===== src/rtl/guess_entry.sv =====
// Keypad front end: collects four BCD digits with backspace/clear/enter and offers the guess downstream.
// Define GUESS_DUP_CHECK_EN to refuse a digit already present in the current guess.
module guess_entry #(
    parameter int ATTEMPT_W = 4
) (
    input  logic                 clk,
    input  logic                 rst,
    input  logic                 key_valid,
    input  logic [3:0]           key_code,
    input  logic                 round_clear,
    output logic [15:0]          guess,
    output logic [2:0]           digit_count,
    output logic                 guess_valid,
    input  logic                 guess_ready,
    output logic                 key_reject,
    output logic [ATTEMPT_W-1:0] attempt
);

    typedef enum logic [1:0] {
        ST_ENTRY   = 2'd0,
        ST_FULL    = 2'd1,
        ST_PENDING = 2'd2
    } state_t;

    localparam logic [3:0] KEY_BKSP  = 4'hA;
    localparam logic [3:0] KEY_CLEAR = 4'hB;
    localparam logic [3:0] KEY_ENTER = 4'hC;

    state_t               state_q, state_d;
    logic [15:0]          guess_q, guess_d;
    logic [2:0]           count_q, count_d;
    logic                 valid_q, valid_d;
    logic                 reject_q, reject_d;
    logic [ATTEMPT_W-1:0] attempt_q, attempt_d;
    logic                 dup;
    logic                 is_digit;

    assign is_digit = (key_code <= 4'd9);

`ifdef GUESS_DUP_CHECK_EN
    // Only nibbles below count_q hold entered digits; the rest read 0xF and never match.
    logic [3:0] match;
    generate
        for (genvar gi = 0; gi < 4; gi++) begin : g_match
            assign match[gi] = (count_q > 3'(gi)) && (guess_q[15-4*gi -: 4] == key_code);
        end
    endgenerate
    assign dup = |match;
`else
    assign dup = 1'b0;
`endif

    always_comb begin
        state_d   = state_q;
        guess_d   = guess_q;
        count_d   = count_q;
        valid_d   = valid_q;
        reject_d  = 1'b0;
        attempt_d = attempt_q;

        case (state_q)
            ST_ENTRY, ST_FULL: begin
                if (key_valid) begin
                    if (is_digit) begin
                        if (state_q == ST_FULL || dup) begin
                            reject_d = 1'b1;
                        end else begin
                            for (int k = 0; k < 4; k++) begin
                                if (count_q == 3'(k)) guess_d[15-4*k -: 4] = key_code;
                            end
                            count_d = count_q + 3'd1;
                            if (count_q == 3'd3) state_d = ST_FULL;
                        end
                    end else if (key_code == KEY_BKSP) begin
                        if (count_q == 3'd0) begin
                            reject_d = 1'b1;
                        end else begin
                            for (int k = 0; k < 4; k++) begin
                                if (count_q == 3'(k + 1)) guess_d[15-4*k -: 4] = 4'hF;
                            end
                            count_d = count_q - 3'd1;
                            state_d = ST_ENTRY;
                        end
                    end else if (key_code == KEY_CLEAR) begin
                        guess_d = 16'hFFFF;
                        count_d = 3'd0;
                        state_d = ST_ENTRY;
                    end else if (key_code == KEY_ENTER) begin
                        if (state_q == ST_FULL) begin
                            state_d = ST_PENDING;
                            valid_d = 1'b1;
                        end else begin
                            reject_d = 1'b1;
                        end
                    end
                end
            end
            ST_PENDING: begin
                // Keys are dropped silently while the guess waits for the scorer.
                if (guess_ready) begin
                    guess_d = 16'hFFFF;
                    count_d = 3'd0;
                    valid_d = 1'b0;
                    state_d = ST_ENTRY;
                    if (attempt_q != {ATTEMPT_W{1'b1}}) attempt_d = attempt_q + 1'b1;
                end
            end
            default: begin
                state_d = ST_ENTRY;
                guess_d = 16'hFFFF;
                count_d = 3'd0;
                valid_d = 1'b0;
            end
        endcase

        if (round_clear) begin
            state_d   = ST_ENTRY;
            guess_d   = 16'hFFFF;
            count_d   = 3'd0;
            valid_d   = 1'b0;
            reject_d  = 1'b0;
            attempt_d = '0;
        end
    end

    always_ff @(posedge clk or posedge rst) begin
        if (rst) begin
            state_q   <= ST_ENTRY;
            guess_q   <= 16'hFFFF;
            count_q   <= 3'd0;
            valid_q   <= 1'b0;
            reject_q  <= 1'b0;
            attempt_q <= '0;
        end else begin
            state_q   <= state_d;
            guess_q   <= guess_d;
            count_q   <= count_d;
            valid_q   <= valid_d;
            reject_q  <= reject_d;
            attempt_q <= attempt_d;
        end
    end

    assign guess       = guess_q;
    assign digit_count = count_q;
    assign guess_valid = valid_q;
    assign key_reject  = reject_q;
    assign attempt     = attempt_q;

endmodule

===== config.mk =====
export PLATFORM = sky130hd
export DESIGN_NAME = guess_entry
export DESIGN_NICKNAME = d
export VERILOG_FILES = /design/src/rtl/guess_entry.sv
export SDC_FILE = /design/constraint.sdc
export NUM_CORES = 1
export LEC_CHECK = 0
export ABC_CLOCK_PERIOD_IN_PS = 5180
export CELL_PAD_IN_SITES_DETAIL_PLACEMENT = 0
export CELL_PAD_IN_SITES_GLOBAL_PLACEMENT = 1
export CORE_ASPECT_RATIO = 0.5
export CORE_UTILIZATION = 45
export CTS_CLUSTER_DIAMETER = 80
export DETAILED_ROUTE_END_ITERATION = 7
export DONT_BUFFER_PORTS = 1
export GPL_ROUTABILITY_DRIVEN = 0
export PLACE_DENSITY = 0.83
export REMOVE_ABC_BUFFERS = 1
export SYNTH_ARGS = -nofsm -noshare
export SYNTH_HDL_FRONTEND = slang
export SYNTH_SLANG_ARGS = --single-unit

===== constraint.sdc =====
create_clock -name clk -period 5.18 [get_ports clk]
set_input_delay 0.777 -clock clk [delete_from_list [all_inputs] [get_ports clk]]
set_output_delay 0.777 -clock clk [all_outputs]
set_load 0.1 [all_outputs]

Word-level counts from Yosys, hierarchy flattened
Cells that the tools add are included.
{ "totals": {"elab_cells": 118, "inputBits": 9, "register_bits": 27, "output_inout_bits": 25} }
{ "classes": {"n_mux": 61, "eq_ne": 30, "addsub": 3, "reduce_logical": 14, "n_lt_le_gt_ge": 1} }
{ "ops": {"columns": ["cell", "count"], "rows": [
  ["16-bit 2-to-1 mux", 8],
  ["4-bit 2-to-1 mux", 12],
  ["7-bit AND reduction", 6],
  ["16-bit case mux with 2 select lines", 1],
  ["5-bit != test (second input constant)", 6],
  ["3-bit 2-to-1 mux", 8],
  ["4-bit != test (second input constant)", 6],
  ["2-bit 2-to-1 mux", 11],
  ["3-bit != test (second input constant)", 7],
  ["1-bit 2-to-1 mux", 18],
  ["4-bit equality test (second input constant)", 3],
  ["6-bit != test (second input constant)", 2],
  ["3-bit by 2-bit equality test with 1-bit output (second input constant)", 2],
  ["3-bit case mux with 2 select lines", 1],
  ["2-bit nonzero test", 3],
  ["5-bit AND reduction", 1],
  ["4-bit by 1-bit adder with 4-bit output (second input constant)", 1],
  ["4-bit less-or-equal comparator (second input constant)", 1],
  ["2-bit case mux with 2 select lines", 1],
  ["3-bit by 1-bit adder with 3-bit output (second input constant)", 1],
  ["3-bit by 1-bit equality test with 1-bit output (second input constant)", 1],
  ["3-bit equality test (second input constant)", 1],
  ["3-bit zero test", 1],
  ["3-bit AND reduction", 1],
  ["6 further kinds", 6]
]} }

Depth between registers and ports, before layout
Gate-level depths: netlist (run 1).
{ "depth": {"ltp_word": 9, "depth_mapped": 8, "depth_no_buf": 7} }

Least setup slack after synthesis (run 1)
OpenSTA, ideal clock, no wires.
{ "synth_timing": {"path_kind": "reg2reg", "startpoint": "register count_q[0], in the netlist digit_count[0]", "endpoint": "register guess_q[10], in the netlist guess[10]", "arrival_time_ns": 2.683, "setup_ns": 0.082, "required_ns": 5.098, "stages_incl_launch_ff": 9, "n_path_buf": 1, "setup_slack_ns": 2.414, "synth_period_minus_slack_ns": 2.766, "cell_sequence": "dfrtp_1 -> inv_1 -> ha_1 -> nand2b_1 -> nor4bb_4 -> or3_1 -> buf_6 -> nor3_4 -> mux2_4"} }
{ "synth_via": {"elab_chain_cells": 3} }
{ "synth_rtl": {"columns": ["element", "line", "rtl"], "rows": [
  ["start: declaration", "31", "logic [2:0] count_q, count_d;"],
  ["start signal: assignment", "137", "count_q <= count_d;"],
  ["3-bit by 2-bit equality test with 1-bit output, or another cell as far along", "79", "if (count_q == 3'(k + 1)) guess_d[15-4*k -: 4] = 4'hF;"],
  ["5-bit != test (no line) / 4-bit != test (equally long branches)", null, null],
  ["7-bit AND reduction (no line) *", null, null],
  ["end signal: assignment", "136", "guess_q <= guess_d;"],
  ["end: declaration", "30", "logic [15:0] guess_q, guess_d;"]
]} }
Every way passes the cells marked *; elsewhere a longest branch is shown, timed or not.
A chain may end at the register's enable or synchronous reset.

Worst setup path after layout (run 1)
{ "layout_timing": {"startpoint": "register count_q[0], in the netlist digit_count[0]", "endpoint": "register guess_q[15], in the netlist guess[15]"} }
{ "layout_via": {"elab_chain_cells": 3} }
{ "layout_rtl": {"columns": ["element", "line"], "rows": [
  ["3-bit by 1-bit equality test with 1-bit output / 3-bit zero test (equally long branches)", "79, 69, 75"],
  ["5-bit != test (no line) / 4-bit != test (equally long branches)", null],
  ["7-bit AND reduction (no line) *", null]
]} }
Marks and branches as above.

==> results of run 1 <==
## state kept, by name, summed over array words and instances (netlist names)
name and cells:
guess 16, state_q 2, key_reject 1, attempt 4, guess_valid 1, digit_count 3
## power breakdown
group          switching, mW  internal (mW)  total (mW)
Clock                 0.0669         0.0550       0.122
Combinational         0.0471         0.0444      0.0916
Sequential             0.172          0.248       0.420
## cell usage in the layout (no fill, tap or decap), drive strengths merged, types with 2 or more instances in the layout
master	count
dfstp	16
mux2	16
nor2	11
dfrtp	11
a21oi	8
ha	7
nand2	6
or3	6
nand2b	5
inv	5
o21ai	4
nand3	3
o22ai	3
clkbuf	3
nor3	3
nand3b	2
a31oi	2
mux2i	2
xor2	2
nor2b	2
and3	2
and2	2
a211oi	2
## metrics by stage
step	std cells	utilization
2_1_floorplan	132	-
3_3_place_gp	172	0.4980
3_5_place_dp	172	0.4980
4_1_cts	176	0.5131
5_1_grt	176	0.5131
6_report	176	0.5131
## how the worst min path moves through the flow
stage                       endpoint  cells after the start   startpoint
after floorplan           state_q[0]                      2   state_q[0]
after global placement    state_q[1]                      2   state_q[1]
after detailed placement  state_q[0]                      2   state_q[0]
after CTS                 attempt[0]                      1  round_clear
after global routing      attempt[3]                      1  round_clear
final                     attempt[0]                      1  round_clear
## per-layer routing
layer / wire, um / share of wire
met1: 1484 / 0.49
met2: 1330 / 0.44
met3: 194 / 0.064
met4: 8 / 0.0027
met5: 0 / 0
## layout make-up
type                            count  share of cell area
Clock buffer                        3             0.02552
Clock inverter                      1            0.003867
Inverter                            4            0.009281
Multi-Input combinational cell    101              0.5004
Sequential cell                    27              0.4300
Tap cell                           40             0.03094
## cells by family after synthesis
kind of cell,synth area share
compound gates,0.1155
xor+xnor,0.01684
fa+ha+maj,0.05613
buf+inv,0.03528
flops,0.4459
mux,0.1476
simple gates,0.1828
## worst register-to-register path: stages, from the launching register on
cell	delay (ns)
sky130_fd_sc_hd__dfrtp_1	1.01
sky130_fd_sc_hd__inv_1	0.21
sky130_fd_sc_hd__ha_1	0.29
sky130_fd_sc_hd__nand2b_1	0.16
sky130_fd_sc_hd__nor4bb_4	0.08
sky130_fd_sc_hd__or3_1	0.50
sky130_fd_sc_hd__nor3_4	0.40
sky130_fd_sc_hd__mux2_4	0.34
==> impl_summary.md, run 1 <==
Logic synthesis
After synthesis, the most frequently instantiated cells are 16 x sky130_fd_sc_hd__dfstp_2, 11 x sky130_fd_sc_hd__dfrtp_1, 11 x sky130_fd_sc_hd__nor2_1. The count of cell types in the netlist is 42. The most instantiated library cell after synthesis is sky130_fd_sc_hd__dfstp_2. The register area share after synthesis is 0.4459. The total of warnings raised by yosys is 0. The post-synth design cell area is 1560 um2.

Of all flip-flops after synthesis, the portion carrying an async set or reset was 1.000. The biggest area contributor in the post-synthesis netlist is sky130_fd_sc_hd__dfstp_2. For this run, the leading register cell type out of synthesis is sky130_fd_sc_hd__dfstp_2. Counting every instance in the synthesized netlist gives 137. A synthesized cell averages 11.39 um2.

Of the post-synthesis cell area, the dominant cell type holds 0.2694. The number of enable-type register cells in the synthesized netlist is 0. The synthesized flop and latch total is 27. In the post-synthesis netlist, the biggest area contributors are sky130_fd_sc_hd__dfstp_2 27%, sky130_fd_sc_hd__dfrtp_1 18%, sky130_fd_sc_hd__mux2_4 7.7%.

Detailed routing
The total iterations of the first detailed-routing run is 4. The average via count per standard cell is 5.784. The routed wire length per instance is 17.14 um. After detailed routing, the total wire length is 3017 um. The post-detailed-route count of antenna-violating nets is 0. The DRC violation count after routing is 0.

For this block, the initial DRC count from the detailed router was 49. Across all layers, the routed design uses 1018 vias.

Global route
The initial antenna violation count came to 0. For this run, global-route usage on met1 was measured as 0.2567. The overall routing resource usage is 0.1830. The global routing's busiest layer is met2. The global-route wire length before repair is 5092 um. The met3 track demand over resource is 0.06286.

The met2 track utilization from global routing is 0.2839. The number of global-route vias before repair is 994. Global routing finished with a remaining overflow of 0. The maximum number of pins on one net before global-route repair is 28.

Power and ir drop
Power spread over the standard cell area amounts to 391.7 nW/um2. The total power is 633.7 uW. In this run the static leakage power is 0.6606 nW.

The worst IR drop on VDD is 0.1147 mV.

STA
Of the available clock period, the critical path in the final layout requires 0.5881. The number of failing setup endpoints in the final timing report is 0. The summed negative setup slack over all endpoints is 0 ns. Across all hold checks on the routed design, the worst slack comes to 0.5587 ns. The number of pins with negative max-slew slack in the final report is 0.

The post-route minimum period is 3.046 ns. For this run, the top clock speed supported by timing is 328.3 MHz. The worst slew margin relative to its limit is 0.3302. The final worst-path setup slack is 2.134 ns. Setup repair after global routing left no endpoint under its margin. For the pin with the worst max-slew slack, the measured transition is 1.004 ns. Clock skew on the completed layout was measured at 0.008977 ns. The final count of hold timing violations was 0.

Final layout
The repair_antennas step left the layout with diodes totalling 0. The layout net count is 153. Summing all multi-input logic gate instances after layout gives 809.5 um2. The filler cells instantiated in the layout total 283. The final cell area excluding filler cells is 1618 um2. Registers take 695.7 um2. In the final layout, the share of cells above drive strength 1 is 0.2868. The synthesis-to-finish area growth is 3.689%.

Setup path
The worst register-to-register path ends at guess[15]. Data on the critical path is required at its endpoint by 5.39 ns. The critical path capture point is guess[15]. The worst register-to-register path begins at digit_count[0]. The worst setup path is captured at a register. At the worst endpoint, the arrival time is 3.26 ns.

The category of the most critical setup path is reg -> reg. For flop-to-flop paths, the worst setup slack is 2.13 ns. Grouping stages by cell kind, the critical path spends the most delay in simple AND/OR/NAND/NOR gates. Along the worst path, the maximum fanout reaches 8. The largest single stage delay on the critical path is 1.01 ns. Walking the worst path, the cells encountered are inv_1 > ha_1 > nand2b_1 > nor4bb_4 > or3_1 > nor3_4 > mux2_4.

Together, buffers and inverters on the worst path number 1. The most critical setup path has its startpoint at digit_count[0]. The cell type of the slowest stage on the worst timing path is sky130_fd_sc_hd__dfrtp_1.

The number of logic stages on the critical path including buffering is 7. The length in cells of the worst reg-to-reg path is 7. The worst setup path is launched from a register.

Die
The initial standard-cell utilization of the core is 0.4948. The total die area is 3721 um2. The horizontal extent of the die is 85.28 um.

The number of I/O pins is 34. In this run the vertical extent of the chip is 43.64 um. In this run the standard cell core region covers 3153 um2.

The floorplan has 14 rows.

Clocking
Clock-pin slew was measured on the worst setup and hold paths at 0.10 ns. The longest clock path from root to sink contains 2 buffers. The post-CTS setup-driven buffer insertion count is 0. TritonCTS built the clock tree.

In this run, post-CTS repair resized a total of 0 instances. For this design, the CTS-stage hold fixing added 0 buffers. The source-to-sink clock delay at the later pin of the worst-skew pair is 0.27 ns. The total clock sinks is 27. CTS built an H-tree with a depth of 1. In this run, CTS created clock tree buffers numbering 3. The clock root buffer master is sky130_fd_sc_hd__clkbuf_8.

Placement
Before CTS, the worst setup slack after placement is 2.136 ns. Port buffering added 0 buffers. The area after detailed placement is 1570 um2.

The HPWL after detailed placement is 2335 um.

Hold path
In this run the worst hold path is classified as in -> reg.

Run
The total of max-cap violations is 0.

Outcome
The run finished with clean final reports.
Note: power is estimated with default switching activity, not from simulation.
==> run 2, diff against run 1 <==
--- a/config.mk
+++ b/config.mk
@@ -5,16 +5,17 @@
 export SDC_FILE = /design/constraint.sdc
 export NUM_CORES = 1
 export LEC_CHECK = 0
-export ABC_CLOCK_PERIOD_IN_PS = 5180
+export ABC_AREA = 1
+export ABC_CLOCK_PERIOD_IN_PS = 2700
 export CELL_PAD_IN_SITES_DETAIL_PLACEMENT = 0
 export CELL_PAD_IN_SITES_GLOBAL_PLACEMENT = 1
 export CORE_ASPECT_RATIO = 0.5
-export CORE_UTILIZATION = 45
+export CORE_UTILIZATION = 41
 export CTS_CLUSTER_DIAMETER = 80
 export DETAILED_ROUTE_END_ITERATION = 7
 export DONT_BUFFER_PORTS = 1
 export GPL_ROUTABILITY_DRIVEN = 0
-export PLACE_DENSITY = 0.83
+export PLACE_DENSITY = 0.84
 export REMOVE_ABC_BUFFERS = 1
 export SYNTH_ARGS = -nofsm -noshare
 export SYNTH_HDL_FRONTEND = slang
==> constraint.sdc (replaced) <==
create_clock -name clk -period 2.7 [get_ports clk]
set_input_delay 0.405 -clock clk [delete_from_list [all_inputs] [get_ports clk]]
set_output_delay 0.405 -clock clk [all_outputs]
set_load 0.1 [all_outputs]
==> run 2 against run 1 <==
Effect of this change: core utilization is 2.0 points lower; area after synthesis increased by 2.6%; synthesized cell count rose by 49%; clock skew fell by 0.00083 ns; clock-buffer cell count is 1 higher; die area increased by 12%; largest power group unchanged; sequential share of layout area fell by 3.6 points; critical path depth increased by 2; worst hold slack worse by 0.38 ns; worst setup slack got worse by 1.2 ns; first-iteration DRC count grew to 2.6 times the previous value.
==> impl_summary.md, run 2 <==
Power and ir drop
For this design the total switching power over the nets is 892.6 uW. The proportion of total power due to net switching is 0.5458. The combinational share of power is 0.211.

Cell internal power was estimated by the tool at 742.9 uW. VDD sags by at most 0.5460 mV. For this design the static power due to leakage is 0.9113 nW. The fraction of power consumed by sequential logic is 0.650. Of the total power, the clock network draws 0.139. Power spread over the standard cell area amounts to 925.7 nW/um2.

Final layout
The synthesis-to-finish area growth is 10.31%. The layout net count is 233. The register with the most flip-flops in the layout has 16 of them. The library cells used most frequently in the layout, excluding fill and tap cells, are 68 x sky130_fd_sc_hd__nand2_1, 31 x sky130_fd_sc_hd__nand3_1, 18 x sky130_fd_sc_hd__inv_1, 16 x sky130_fd_sc_hd__dfstp_2, 13 x sky130_fd_sc_hd__nor2_1. The fraction of layout instances using a drive strength above 1 is 0.2130. The number of inserted filler cells in the final layout is 353.

The non-filler instance count after layout is 267. The number of antenna diodes in the final layout is 0. The commonest non-fill, non-tap cell in the layout is sky130_fd_sc_hd__nand2_1.

Logic synthesis
The share of the Yosys chip area taken by registers is 0.4344. The number of cells produced by synthesis is 204. The top-area cell type share of the netlist area is 0.2625. The post-synth design cell area is 1602 um2. The average instance in the mapped netlist occupies 7.851 um2. The count of cell types in the netlist is 26. Yosys attributes the largest share of cell area to sky130_fd_sc_hd__dfstp_2 26%, sky130_fd_sc_hd__dfrtp_1 17%, sky130_fd_sc_hd__nand2_1 16%. Yosys instantiated no cell more often than sky130_fd_sc_hd__nand2_1. In this run, synthesis produced a sequential element count of 27. The share of flip-flops with an asynchronous set or reset after synthesis is 1.000. The synthesized design contains 0 enable-type register cells.

Of all cell types, the one taking the most synthesized area is sky130_fd_sc_hd__dfstp_2. Yosys printed 0 warnings. The prevailing post-synth register cell is sky130_fd_sc_hd__dfstp_2. By count the netlist is led by 68 x sky130_fd_sc_hd__nand2_1, 31 x sky130_fd_sc_hd__nand3_1, 18 x sky130_fd_sc_hd__inv_1.

STA
At the pin with the least slew margin, the transition time is 0.8959 ns. The clock arrives with 0.008149 ns of skew. The summed negative setup slack over all endpoints is 0 ns. The final count of hold timing violations is 0.

Setup repair after global routing left no endpoint under its margin. The post-route minimum period is 1.717 ns. The number of failing setup endpoints in the final timing report is 0. Of the available clock period, the critical path in the final layout requires 0.6361. The worst slew margin relative to its limit is 0.4027. The worst-case hold slack is 0.1805 ns. The upper clock frequency limit is 582.3 MHz. The number of pins with negative max-slew slack in the final report is 0.

Clocking
After clock tree synthesis, the clock-pin slew on the worst setup and hold paths is 0.09 ns. After clock tree synthesis, the flow added hold-fix buffers numbering 0. The TritonCTS clock tree is done.

After clock tree synthesis, the repair step resized 0 gates. The number of buffers inserted during clock tree synthesis is 3. Clock tree synthesis selected as its root buffer the cell sky130_fd_sc_hd__clkbuf_8. In this run the number of H-tree levels came out at 1. For the worst-skew pair, the clock arrives at the later sink with an insertion delay of 0.27 ns. Buffers added to address setup during post-CTS repair amount to 0. The maximum number of buffers from clock root to sink is 2. The total clock sinks is 27.

Die
For this configuration, the core starts out at a cell density of 0.4468. The total die area is 4175 um2. The horizontal extent of the die is 90.39 um. The number of I/O pins is 34. The number of placement rows is 15.

The overall die height is 46.20 um. The core region is 3585 um2.

Setup path
In this design, the stage delay of the slowest critical-path cell is 0.36 ns. In this design, the critical path's most frequently occurring cell is sky130_fd_sc_hd__nand2_1. The required time at the worst-slack endpoint is 2.92 ns. The type of element launching the critical path is a register. The nature of the critical path endpoint is a register. Of all nets on the critical path, the largest fanout is 5.

The critical path goes through buf_4 > inv_1 > ha_1 > nand2_1 > nand2_1 > nand2_1 > nor2_1 > nand3_1 > nand2_1. The register-to-register setup slack is 0.98 ns. Data arrives at the worst endpoint at 1.94 ns.

The category of the most critical setup path is reg -> reg. The slowest stage of the critical path is the sky130_fd_sc_hd__dfrtp_1 cell.

Global route
The overall routing resource usage is 0.1824. The global route total overflow is 0. Entering global routing, the biggest net connects 24 pins. The global-route wire length before repair is 5816 um.

The initial antenna violation count came to 0. The number of global-route vias before repair is 1254.

Detailed routing
The average via count per standard cell is 4.914. The DRC violation count after routing is 0. The post-detailed-route count of antenna-violating nets is 0. The number of DRC violations after detailed-routing iteration 0 is 129. The routed design has 3471 um of wire.

The first detailed-routing pass took 4 iterations. After detailed routing, the average wire length per cell comes to 13.00 um. Across all layers, the routed design uses 1312 vias.

Placement
After legalization and detailed placement, the total HPWL measured 2698 um. In this run the tool buffered the top-level ports with 0 buffer cells. The number of instances in the placed design is 263.

Outcome
The flow ran to the end, and the final reports show no timing, DRC or antenna violations.

Run
The total of max-cap violations is 0.

Hold path
The worst hold path belongs to the class in -> reg.
run 2: changes by cell type after synthesis, moves of 6 or more:
cell	delta
sky130_fd_sc_hd__or3_1	-6
sky130_fd_sc_hd__mux2_4	-8
sky130_fd_sc_hd__nand3_1	+28
sky130_fd_sc_hd__inv_1	+14
sky130_fd_sc_hd__nand2_1	+62
run 2: power groups by stage:
stage	clock [mW]	combinational, mW	sequential [mW]
finish	0.227	0.345	1.06
global route	0.255	0.394	1.08
CTS	0.238	0.345	1.07
detailed placement	0	0.344	1.07
global placement	0	0.340	1.07
floorplan	0	0.212	1.12
run 2: metrics by stage:
stage               instance area, um2    util  worst slack (ns)  power (mW)
floorplan                         1590       -            0.4218       1.334
global placement                  1722  0.4803             1.016       1.409
detailed placement                1722  0.4803             1.039       1.414
CTS                               1767  0.4928             1.021       1.648
global route                      1767  0.4928            0.7863       1.726
finish                            1767  0.4928            0.9826       1.636
run 2: cells by family (layout without fill, tap and decap cells):
kind of cell,Yosys count,in the layout,share of synthesized area
simple gates,131,131,0.3758
flops,27,27,0.4344
buf+inv,22,34,0.05625
compound gates,14,14,0.06250
fa+ha+maj,7,7,0.05469
xor+xnor,3,3,0.01641
run 2: layout make-up:
type                            instances  area, um2  area share
Clock buffer                            4      45.04     0.02550
Inverter                               21      78.83     0.04462
Multi-Input combinational cell        155      815.8      0.4618
Sequential cell                        27      695.7      0.3938
Tap cell                               51      63.81     0.03612
Timing Repair Buffer                    9      67.56     0.03824
run 2: worst paths after layout:
kind                                      from  cells after the start          to
worst min-delay path               round_clear                      1  attempt[0]
min in group asynchronous                  rst                      1  attempt[2]
worst max-delay path            digit_count[2]                      9    guess[0]
worst max register to register  digit_count[2]                      9    guess[0]
worst min register to register      attempt[3]                      2  attempt[3]
max in group asynchronous                  rst                      2   guess[12]
run 2: metal layers:
metal,global-route usage,vias up,part of all wire
li1,-,678,-
met1,0.2500,604,0.50
met2,0.2962,30,0.43
met3,0.05776,0,0.063
met4,0.01935,0,0
met5,0,-,0
run 2: worst max-delay path, delay by kind of cell (launching register included):
kind                       cells  cell delay [ns]
adders and majority gates      1             0.21
buffers and inverters          2             0.40
DFF                            1             0.36
and+or+nand+nor                6             0.69
==> run 3, diff against run 2 <==
--- a/config.mk
+++ b/config.mk
@@ -5,12 +5,12 @@
 export SDC_FILE = /design/constraint.sdc
 export NUM_CORES = 1
 export LEC_CHECK = 0
-export ABC_AREA = 1
-export ABC_CLOCK_PERIOD_IN_PS = 2700
+export ABC_AREA = 0
+export ABC_CLOCK_PERIOD_IN_PS = 1500
 export CELL_PAD_IN_SITES_DETAIL_PLACEMENT = 0
 export CELL_PAD_IN_SITES_GLOBAL_PLACEMENT = 1
 export CORE_ASPECT_RATIO = 0.5
-export CORE_UTILIZATION = 41
+export CORE_UTILIZATION = 44
 export CTS_CLUSTER_DIAMETER = 80
 export DETAILED_ROUTE_END_ITERATION = 7
 export DONT_BUFFER_PORTS = 1
==> constraint.sdc (replaced) <==
create_clock -name clk -period 1.5 [get_ports clk]
set_input_delay 0.225 -clock clk [delete_from_list [all_inputs] [get_ports clk]]
set_output_delay 0.225 -clock clk [all_outputs]
set_load 0.1 [all_outputs]
==> run 3 against run 2 <==
Effect of this change: the flow now finishes with violations (negative setup slack); maximum frequency is 10% lower; largest power group is now combinational cells; clock skew decreased by 0.0053 ns; sequential power fell by 5%; clock-buffer cell count is the same; sequential cell count did not move; combinational power grew to 3.2 times the previous value; worst hold slack got worse by 0.069 ns; global-route usage is 4.3 points higher; die area down 8.9%; cell count decreased by 7.9%.
==> impl_summary.md, run 3 (synthesized netlist as in run 1, its figures left out) <==
Placement
The number of instances in the placed design is 228. The HPWL after detailed placement is 2718 um. The number of port buffers is 0. Before CTS, the worst setup slack after placement is -0.5443 ns.

Final layout
The repair_antennas step left the layout with diodes totalling 0. The synthesis-to-finish area growth is 45.79%. Leaving out fill and tap cells, the most frequent cells in the layout are 54 x sky130_fd_sc_hd__buf_4, 16 x sky130_fd_sc_hd__dfstp_2, 12 x sky130_fd_sc_hd__mux2_4, 11 x sky130_fd_sc_hd__nor2_1, 10 x sky130_fd_sc_hd__dfrtp_1. The layout net count is 215. The commonest non-fill, non-tap cell in the layout is sky130_fd_sc_hd__buf_4. The non-filler instance count after layout is 246. Counting the fill cells in the layout gives 226.

The final design utilization is 0.7135. In the final layout, the share of cells above drive strength 1 is 0.5960. The number of flip-flops in the largest register is 16.

Global route
The number of global-route vias before repair is 1256. Entering global routing, the biggest net connects 28 pins. The global route total overflow is 0.

In the global route stage, overall resource usage came out at 0.2252. The initial antenna violation count is 0. The first global-routing pass estimated 6216 um of wire.

Detailed routing
The average via count per standard cell is 5.415. Dividing the detail-routed wire length by the instance count gives 17.54 um. In the routed design, unresolved DRC markers number 0. The length of routed met2 wiring is 2059 um. The detailed-route wire length on metal 1 is 1881 um.

Wire segments on met3 add up to 289 um in the final route. The post-detailed-route count of antenna-violating nets is 0. For this block, the routed nets add up to 4314 um of wire.

Summing over every cut layer, the via total after detailed routing is 1332. For this block, the initial DRC count from the detailed router was 59. The total iterations of the first detailed-routing run is 4. The highest layer touched by signal routing is met4.

STA
The number of pins with negative max-slew slack in the final report is 0. Setup violations remaining at the end of the flow were counted as 22. The final worst-path setup slack is -0.4142 ns. The worst-case hold slack is 0.1112 ns.

The final count of hold timing violations was 0. Between clock sinks in the finished design, the worst skew comes to 0.002871 ns. The upper clock frequency limit is 522.4 MHz. In the finished design, the share of the clock period the worst path needs comes to 1.276. The actual transition at the worst max-transition pin is 0.5128 ns. The post-route minimum period is 1.914 ns. Setup repair after global routing could not meet its margin everywhere. The worst slew margin relative to its limit is 0.6581.

Power and ir drop
The cell leakage power is 1.004 nW. The power per cell area is 1112 nW/um2. The worst IR drop on VDD is 0.4341 mV.

The total power is 2.531 mW.

Clocking
For the worst-skew pair, the clock arrives at the later sink with an insertion delay of 0.27 ns. In this run the number of H-tree levels came out at 1. The clock root buffer master is sky130_fd_sc_hd__clkbuf_8. Clock tree synthesis inserted a total of 3 buffers. The maximum number of buffers from clock root to sink is 2. Counting every sink on the clock net gives 27.

After clock tree synthesis, the clock-pin slew on the worst setup and hold paths is 0.09 ns. TritonCTS built the clock tree.

Die
The die is 44.11 um tall. The floorplan has 14 rows. The core area is 3188 um2. From left edge to right edge, the die measures 86.22 um.

The number of I/O pins is 34. The total die area is 3803 um2. The initial standard-cell utilization of the core is 0.4894.

Setup path
The maximum cell stage delay along the critical path is 0.44 ns. The worst setup path is launched from a register. The cell type of the slowest stage on the worst timing path is sky130_fd_sc_hd__dfrtp_2. The nature of the critical path endpoint is a register. Along the worst path, the maximum fanout reaches 6. The cell type group with the largest total delay on the critical path is simple AND/OR/NAND/NOR gates.

Traced cell by cell, the critical path runs through buf_4 > nor2_1 > buf_4 > nand2_1 > o22ai_1 > nor3_4 > mux2_4. The category of the most critical setup path is reg -> reg. At the worst endpoint, the arrival time is 2.12 ns. The cell type with the highest occurrence count on the critical path is sky130_fd_sc_hd__buf_4.

Setup slack on the worst reg-to-reg path comes out at -0.41 ns. The required time at the worst-slack endpoint is 1.71 ns. The number of buffers and inverters on the critical path is 2.

Run
The total of max-cap violations is 0.

Outcome
The final reports fail on negative setup slack. The flow ran to the end, but the final reports show violations.

Hold path
The min-delay analysis places its worst path in the category in -> reg.
run 3: cell types whose count changed in the layout (fill, tap and decap cells not counted), moves of 4 or more:
cell	previous run	this run
sky130_fd_sc_hd__nand3_1	31	2
sky130_fd_sc_hd__mux2_4	0	12
sky130_fd_sc_hd__nor2_2	5	0
sky130_fd_sc_hd__buf_6	0	4
sky130_fd_sc_hd__buf_4	9	54
sky130_fd_sc_hd__mux2_1	0	4
sky130_fd_sc_hd__or3_1	0	5
sky130_fd_sc_hd__nand2_1	68	5
sky130_fd_sc_hd__a21oi_1	3	7
sky130_fd_sc_hd__inv_1	18	2
sky130_fd_sc_hd__dlygate4sd3_1	0	4
run 3: report_power, final:
part	switching, mW	leakage [nW]	internal (mW)	total (mW)
logic	0.703	0.663	0.402	1.10
registers	0.158	0.319	0.847	1.01
clock network	0.230	0.0228	0.191	0.420
total	1.09	1.00	1.44	2.53
run 3: worst paths after layout:
check	cells past startpoint	start	end
max reg2reg	7	state_q[1]	guess[10]
max in group asynchronous	3	rst	guess[2]
min	1	key_valid	key_reject
max	7	state_q[1]	guess[10]
min reg2reg	2	guess_valid	guess_valid
min in group asynchronous	3	rst	digit_count[0]
run 3: layout make-up:
class                           count  area (um2)  share of cell area
Sequential cell                    27       696.9              0.3064
Inverter                            4       15.01            0.006601
Timing Repair Buffer               62       490.5              0.2156
Tap cell                           48       60.06             0.02640
Multi-Input combinational cell    101       967.2              0.4252
Clock buffer                        4       45.04             0.01980
run 3: routing by layer:
metal	global-route usage	up-vias
li1	-	612
met2	0.3667	55
met4	0.04333	0
met5	0	-
met3	0.06343	10
met1	0.3082	655
run 3: through the flow:
step           setup TNS (ns)  instance area [um2]
5_1_grt                -8.290                 2275
6_report               -7.106                 2275
4_1_cts                -6.035                 2131
3_3_place_gp           -8.521                 1941
3_5_place_dp           -9.090                 1941
2_1_floorplan          -25.82                 1520
run 3: what timing repair did:
action                                 in CTS  in global routing
buffers inserted                            2                  9
setup endpoints to repair                  21                 23
endpoints found under the hold margin      13                  2
hold buffers                                3                  1
gates resized for setup                    22                 15
pin swaps                                   8                  4
